`config.mk`:
```
export PLATFORM = sky130hd
export DESIGN_NAME = mux_arbiter_2to1
export DESIGN_NICKNAME = d
export VERILOG_FILES = /design/src/rtl/mux_arbiter_2to1.sv
export SDC_FILE = /design/constraint.sdc
export NUM_CORES = 1
export LEC_CHECK = 0
export ABC_AREA = 1
export CORE_AREA = 2 2 66 68
export CTS_CLUSTER_DIAMETER = 200
export CTS_CLUSTER_SIZE = 24
export DETAILED_ROUTE_END_ITERATION = 8
export DIE_AREA = 0 0 68 70
export GPL_TIMING_DRIVEN = 0
export PLACE_DENSITY = 0.71
export SYNTH_ARGS = -nofsm -noshare
export SYNTH_HDL_FRONTEND = slang
export SYNTH_SLANG_ARGS = --single-unit
```
`constraint.sdc`:
```
create_clock -name clk -period 5.88 [get_ports clk]
set_input_delay 0.588 -clock clk [delete_from_list [all_inputs] [get_ports clk]]
set_output_delay 0.588 -clock clk [all_outputs]
set_load 0.01 [all_outputs]
```
`src/rtl/mux_arbiter_2to1.sv`:
```
// Arbiter and sequencer for a 2-to-1 datapath mux with a registered valid/ready output stage.
// Default policy is round-robin with a burst limit; define MUX_ARB_FIXED_PRIO_EN for fixed priority (A highest).
module mux_arbiter_2to1 #(
  parameter int WIDTH     = 16,
  parameter int BURST_LEN = 4
) (
  input  logic             clk,
  input  logic             rst_n,
  input  logic             ReqA,
  input  logic [WIDTH-1:0] DatoA,
  output logic             AckA,
  input  logic             ReqB,
  input  logic [WIDTH-1:0] DatoB,
  output logic             AckB,
  output logic             Sel,
  output logic [WIDTH-1:0] Salida,
  output logic             OutValid,
  input  logic             OutReady,
  output logic             Busy
);

  localparam logic [1:0] IDLE   = 2'd0;
  localparam logic [1:0] SERV_A = 2'd1;
  localparam logic [1:0] SERV_B = 2'd2;

  logic [1:0] state;
  logic [1:0] next_state;
  logic       settle;
  logic       out_free;
  logic       xfer_in;

  // settle blanks the first cycle after a grant hand-over that followed a transfer,
  // so the new Sel value reaches the mux before any Ack is issued.
  assign out_free = !OutValid || OutReady;
  assign AckA     = (state == SERV_A) && !settle && ReqA && out_free;
  assign AckB     = (state == SERV_B) && !settle && ReqB && out_free;
  assign xfer_in  = AckA || AckB;
  assign Busy     = (state != IDLE);

`ifdef MUX_ARB_FIXED_PRIO_EN
  // NOTE: next_state gets a default before the case so every path assigns it and no latch is inferred.
  always_comb begin
    next_state = state;
    case (state)
      IDLE: begin
        if (ReqA)      next_state = SERV_A;
        else if (ReqB) next_state = SERV_B;
      end
      SERV_A: begin
        if (!ReqA) next_state = ReqB ? SERV_B : IDLE;
      end
      SERV_B: begin
        // A preempts B right after the current B word, or at once if B is stalled.
        if (!ReqB || ReqA) next_state = ReqA ? SERV_A : IDLE;
      end
      default: next_state = IDLE;
    endcase
  end
`else
  localparam logic [3:0] BURST_MAX = 4'(BURST_LEN);

  logic [3:0] count;
  logic [3:0] next_count;
  logic [3:0] count_inc;
  logic       last_grant;       // 1 = B was served last
  logic       next_last_grant;

  // Saturates so a lone requester keeps streaming and yields on its next word.
  assign count_inc = (count == BURST_MAX) ? count : count + 4'd1;

  always_comb begin
    next_state      = state;
    next_count      = count;
    next_last_grant = last_grant;
    case (state)
      IDLE: begin
        if (ReqA && (!ReqB || last_grant)) next_state = SERV_A;
        else if (ReqB)                     next_state = SERV_B;
      end
      SERV_A: begin
        if (!ReqA) begin
          next_state      = ReqB ? SERV_B : IDLE;
          next_count      = '0;
          next_last_grant = 1'b0;
        end else if (AckA) begin
          if (count_inc == BURST_MAX && ReqB) begin
            next_state      = SERV_B;
            next_count      = '0;
            next_last_grant = 1'b0;
          end else begin
            next_count = count_inc;
          end
        end
      end
      SERV_B: begin
        if (!ReqB) begin
          next_state      = ReqA ? SERV_A : IDLE;
          next_count      = '0;
          next_last_grant = 1'b1;
        end else if (AckB) begin
          if (count_inc == BURST_MAX && ReqA) begin
            next_state      = SERV_A;
            next_count      = '0;
            next_last_grant = 1'b1;
          end else begin
            next_count = count_inc;
          end
        end
      end
      default: next_state = IDLE;
    endcase
  end

  always_ff @(posedge clk or negedge rst_n) begin
    if (!rst_n) begin
      count      <= '0;
      last_grant <= 1'b1;
    end else begin
      count      <= next_count;
      last_grant <= next_last_grant;
    end
  end
`endif

  // NOTE: state is updated with non-blocking assignments so every flop samples pre-edge values.
  always_ff @(posedge clk or negedge rst_n) begin
    if (!rst_n) begin
      state    <= IDLE;
      settle   <= 1'b0;
      Sel      <= 1'b0;
      Salida   <= '0;
      OutValid <= 1'b0;
    end else begin
      state  <= next_state;
      settle <= xfer_in && (next_state != state) && (next_state != IDLE);

      if (next_state == SERV_A)      Sel <= 1'b0;
      else if (next_state == SERV_B) Sel <= 1'b1;

      if (xfer_in) begin
        Salida   <= Sel ? DatoB : DatoA;
        OutValid <= 1'b1;
      end else if (OutReady) begin
        OutValid <= 1'b0;
      end
    end
  end

endmodule

```
======== Word-level counts from Yosys, hierarchy flattened ========
Cells that the tools add are included.
operators by class
  add/subtract/negate cells ............... 1
  equal/unequal tests ..................... 11
  muxes and demuxes ....................... 31
  reductions and logical operators ........ 25
operator list
  operator               number
  $mux W4                7
  $mux W2                9
  $mux W16               1
  $logic_and A1 B1 Y1    11
  $mux W1                11
  $reduce_bool A2 Y1     5
  $eq A4 B3 Y1 const B   2
  $pmux W4 S2            1
  $ne A3 B2 Y1 const B   2
  $ne A3 B3 Y1 const B   2
  $pmux W2 S3            1
  $reduce_and A5 Y1      1
  $add A4 B1 Y4 const B  1
  $eq A2 B1 Y1 const B   2
  $eq A2 B2 Y1 const B   2
  $logic_not A1 Y1       3
  $logic_or A1 B1 Y1     3
  $reduce_and A3 Y1      1
  $logic_not A2 Y1       1
  $ne A2 B2 Y1           1
  $pmux W1 S2            1
word-level totals
  flip-flop bits (word level) ............. 26
  input port bits ......................... 37
  output and inout port bits .............. 21
  logic and storage cells ................. 75

======== Depth between registers and ports, before layout ========
  depth after elaboration ................. 11
  gate-level depth with buffers ........... 16
  gate-level depth less buffers ........... 16

======== Least setup slack after synthesis ========
Ideal clock, no wire load.
  path kind ............................... register -> register
  start point ............................. register count[0]
  end point ............................... register settle
  setup time .............................. 0.073 ns
  arrival time ............................ 1.976 ns
  data required time ...................... 5.807 ns
  path slack .............................. 3.831 ns
  cell stages (with the launch flop) ...... 15
  buffers on the path ..................... 0
  clock period less this slack ............ 2.049 ns
  path through ............................ dfrtp_1 inv_1 ha_1 nand3_1 nand2_1 nand3_2 nor2_2 nand3_1 nand2_1 nand2_1 nand2_1 inv_1 ha_1 or2_2 a21oi_2
on the way
  cells in the longest elaborated chain, start to end .. 11
  elaborated cells on any way between the ends .. 17
  those cells by class .................... 1 x add/sub; 3 x eq/ne; 8 x mux; 5 x reduce/logical
ends and longest elaborated chain
  element                                        line     text
  start: declaration                             62       logic [3:0] count;
  start signal: assignment                       119      count <= next_count;
  $add A4 B1 Y4 or $eq A4 B3 Y1 (tied branches)  69       assign count_inc = (count == BURST_MAX) ? count : count + 4'd1;
  $mux W4 (*)                                    69
  $eq A4 B3 Y1 (*)                               86, 101
  $logic_and A1 B1 Y1, on equally long branches  101, 86
  $mux W2, on equally long branches              101, 86
  $mux W2, on equally long branches              100, 85
  $mux W2, on equally long branches              96, 81
  $pmux W2 S3 (*)                                75       case (state)
  named net next_state[0]                        27       logic [1:0] next_state;
  $ne A2 B2 Y1                                   135      settle <= xfer_in && (next_state != state) && (next_state != IDLE);
  $logic_and A1 B1 Y1                            135
  $logic_and A1 B1 Y1 (*)                        135
  end signal: assignment                         135
  end: declaration                               28       logic settle;
Mark *: on every way through the listed nets, which the timed path passes. The rest lies on a longest branch.
A chain may end at the register's enable or synchronous reset.

======== Worst setup path in the final report ========
  start point ............................. input ReqB
  end point ............................... output AckB
on the way
  cells in the longest elaborated chain, start to end .. 2
ends and longest elaborated chain
  element                           line  text
  start: declaration                12    input logic ReqB,
  $logic_and A1 B1 Y1 (2 in a row)  36    assign AckB = (state == SERV_B) && !settle && ReqB && out_free;
  end: declaration                  14    output logic AckB,
Every way passes these cells.

==> impl_metrics.yaml <==
finish:
  area_growth_pct: 44.16
  antenna-diode-count: 0
  final_util: 0.5362
  nets: 324
  stdcell_area_sq_um: 2222
  drive_gt1_frac: 0.06738
yosys:
  synth-simple-area-share: 0.2800
  netlist_instances: 222
  avgSynthCellArea_sq_um: 6.944
  ys_warn_count: 0
  ys_ff_latch: 26
  synth_top_area_cell: "dfrtp_1"
  yosys.cell_types.count: 18
  syn_nets: 263
  synth-adder-area-share: 0.03247
  synth_mux_area_frac: 0
  synth_compound_area_frac: 0.1599
  ys_top_cells_by_count: "nand2_1, inv_1, o21ai_0"
  synth_top_family_by_area: "simple AND/OR/NAND/NOR gates"
  synth_ff_type: "dfrtp_1"
  synth_top_area_share: 0.4058
  synthXorXnorAreaFrac: 0
  synth_edf_count: 0
  ys_seq_area_frac: 0.4229
  synth-async-reset-ratio: 1.000
  synth.most_common_cell: "nand2_1"
  netlist_top_cells_area: "dfrtp_1, nand2_1, o21ai_0"
  synth_area_sq_um: 1541
global_route:
  grt_use_total: 0.1699
  antenna_found_initial: 0
  grt-ovfl-total: 0
  grt_first_pass_wirelength_mm: 6.334
  first_global_vias: 1461
  grt_max_degree: 27
drt:
  drt-total-wl_mm: 3.640
  routed_via_density: 4.725
  drtPass1Iterations: 4
  routedWlPerCell_microns: 10.90
  antenna_left: 0
  vias: 1578
  post-route-drc-count: 0
  drtIter0Drc: 146
clock_network:
  clk_pin_slew_worst_paths_ps: 90
  cts_buffers: 3
  post_cts_resized: 0
  htree_levels: 1
  cts_tree: "built"
  cts_sinks: 26
  post_cts_buffers: 0
  insertion_delay_ps: 270
  hold_buffers: 0
  root_buffer: "clkbuf_8"
  cts_buffer_depth: 2
timing:
  skew_ps: 8.699
  tightest_slew_ps: 1122
  max_slew_margin: 0.2495
  fmax_mhz: 357.4
  finalSetupViolCount: 0
  finalCriticalPeriod_ps: 2798
  report.final.hold_viol_count: 0
  holdWs_ps: 487.0
  post-route-period-util: 0.4758
  drv_slew: 0
  tns_ps: 0
  rsz0062_at_grt: "no"
die:
  core_area_sq_um: 4144
  ioPinCount: 58
  die-area_sq_um: 4760
  start_util: 0.3720
  chipHeight_microns: 70
  row_count: 24
  die_w_microns: 68
critical_path:
  end_kind: "output pin"
  cp.arrival_ps: 2210
  cp-start-kind: "input port"
  cp_max_fo: 5
  required_ps: 5290
  rrSetupSlack_ps: 3580
  crit_type: "in -> out"
flow_run:
  drv_cap: 0
placed_design:
  gp_routability_congestion: 0.8813
  io_buffers: 56
  dp.final_hpwl_mm: 2.862
  place_area_sq_um: 2167
pwr:
  p_leak_nw: 1.101
  p_per_area_nw_per_um2: 448.1
  ir_drop_uv: 208.5
  fin_total_pwr_mw: 0.9956
run_status:
  status: "finished clean"
hold_path:
  hold_class: "reg -> reg"
-- cell type report --
class                   count  area (sq um)
well taps                  52         65.06
multi-input cells         154         728.2
clock buffers               4         55.05
fillers                   404          1922
plain buffers               7         30.03
inverters                  35         131.4
flip-flops and latches     26         651.9
repair buffers             56         560.5
-- logic make-up (layout without fill, tap and decap cells) --
logic type,after synthesis,count (layout)
AO/OA/AOI/OAI,47,47
AND/OR/NAND/NOR,103,103
flip-flops,26,26
buffers and inverters,42,102
adder cells (fa/ha/maj),4,4
-- metrics by stage --
stage,std cells,worst slack [ps]
5_1_grt,334,3019
3_3_place_gp,330,3132
3_5_place_dp,330,3101
2_1_floorplan,222,3831
6_report,334,3082
4_1_cts,334,3093
-- state kept, by name, summed over array words and instances, names as in the netlist --
name        flops
OutValid        1
Salida         16
Sel             1
count           4
last_grant      1
settle          1
state           2
-- critical path, cell delays in order --
cell	delay [ps]
clkdlybuf4s50_1	560
inv_1	80
nor2_1	130
nand2_1	130
nor2_2	170
clkdlybuf4s50_1	560
-- report_power, final --
part / internal, mW / switching [mW]
sequential: 0.262 / 0.0545
combinational: 0.255 / 0.308
clock: 0.0599 / 0.0557
-- routing by layer --
metal	vias up	global-route usage	share of wire
li1	818	-	-
met1	714	0.2221	0.45
met2	39	0.2794	0.49
met3	7	0.03865	0.047
met4	0	0.04222	0.014
met5	-	0	0
-- cell usage in the layout (no fill, tap or decap), types with 4 or more instances in the layout --
master / count
nand4_1: 4
nand3_1: 11
clkbuf_8: 4
dfrtp_1: 25
nor2_2: 5
ha_1: 4
nor2_1: 9
clkdlybuf4s50_1: 56
clkbuf_1: 4
inv_1: 34
o21ai_1: 14
nand2_1: 72
o21ai_0: 27
-- worst paths after layout --
path / depth (start not counted) / startpoint / end
max: 6 / ReqB / AckB
min: 2 / Salida[11]$_DFFE_PN0P_ / Salida[11]$_DFFE_PN0P_
max reg2reg: 14 / count[0]$_DFFE_PN0P_ / settle$_DFF_PN0_
min reg2reg: 2 / Salida[11]$_DFFE_PN0P_ / Salida[11]$_DFFE_PN0P_
max in group asynchronous: 1 / rst_n / settle$_DFF_PN0_
min in group asynchronous: 1 / rst_n / Salida[7]$_DFFE_PN0P_
Power figures use the tool's default switching activity.
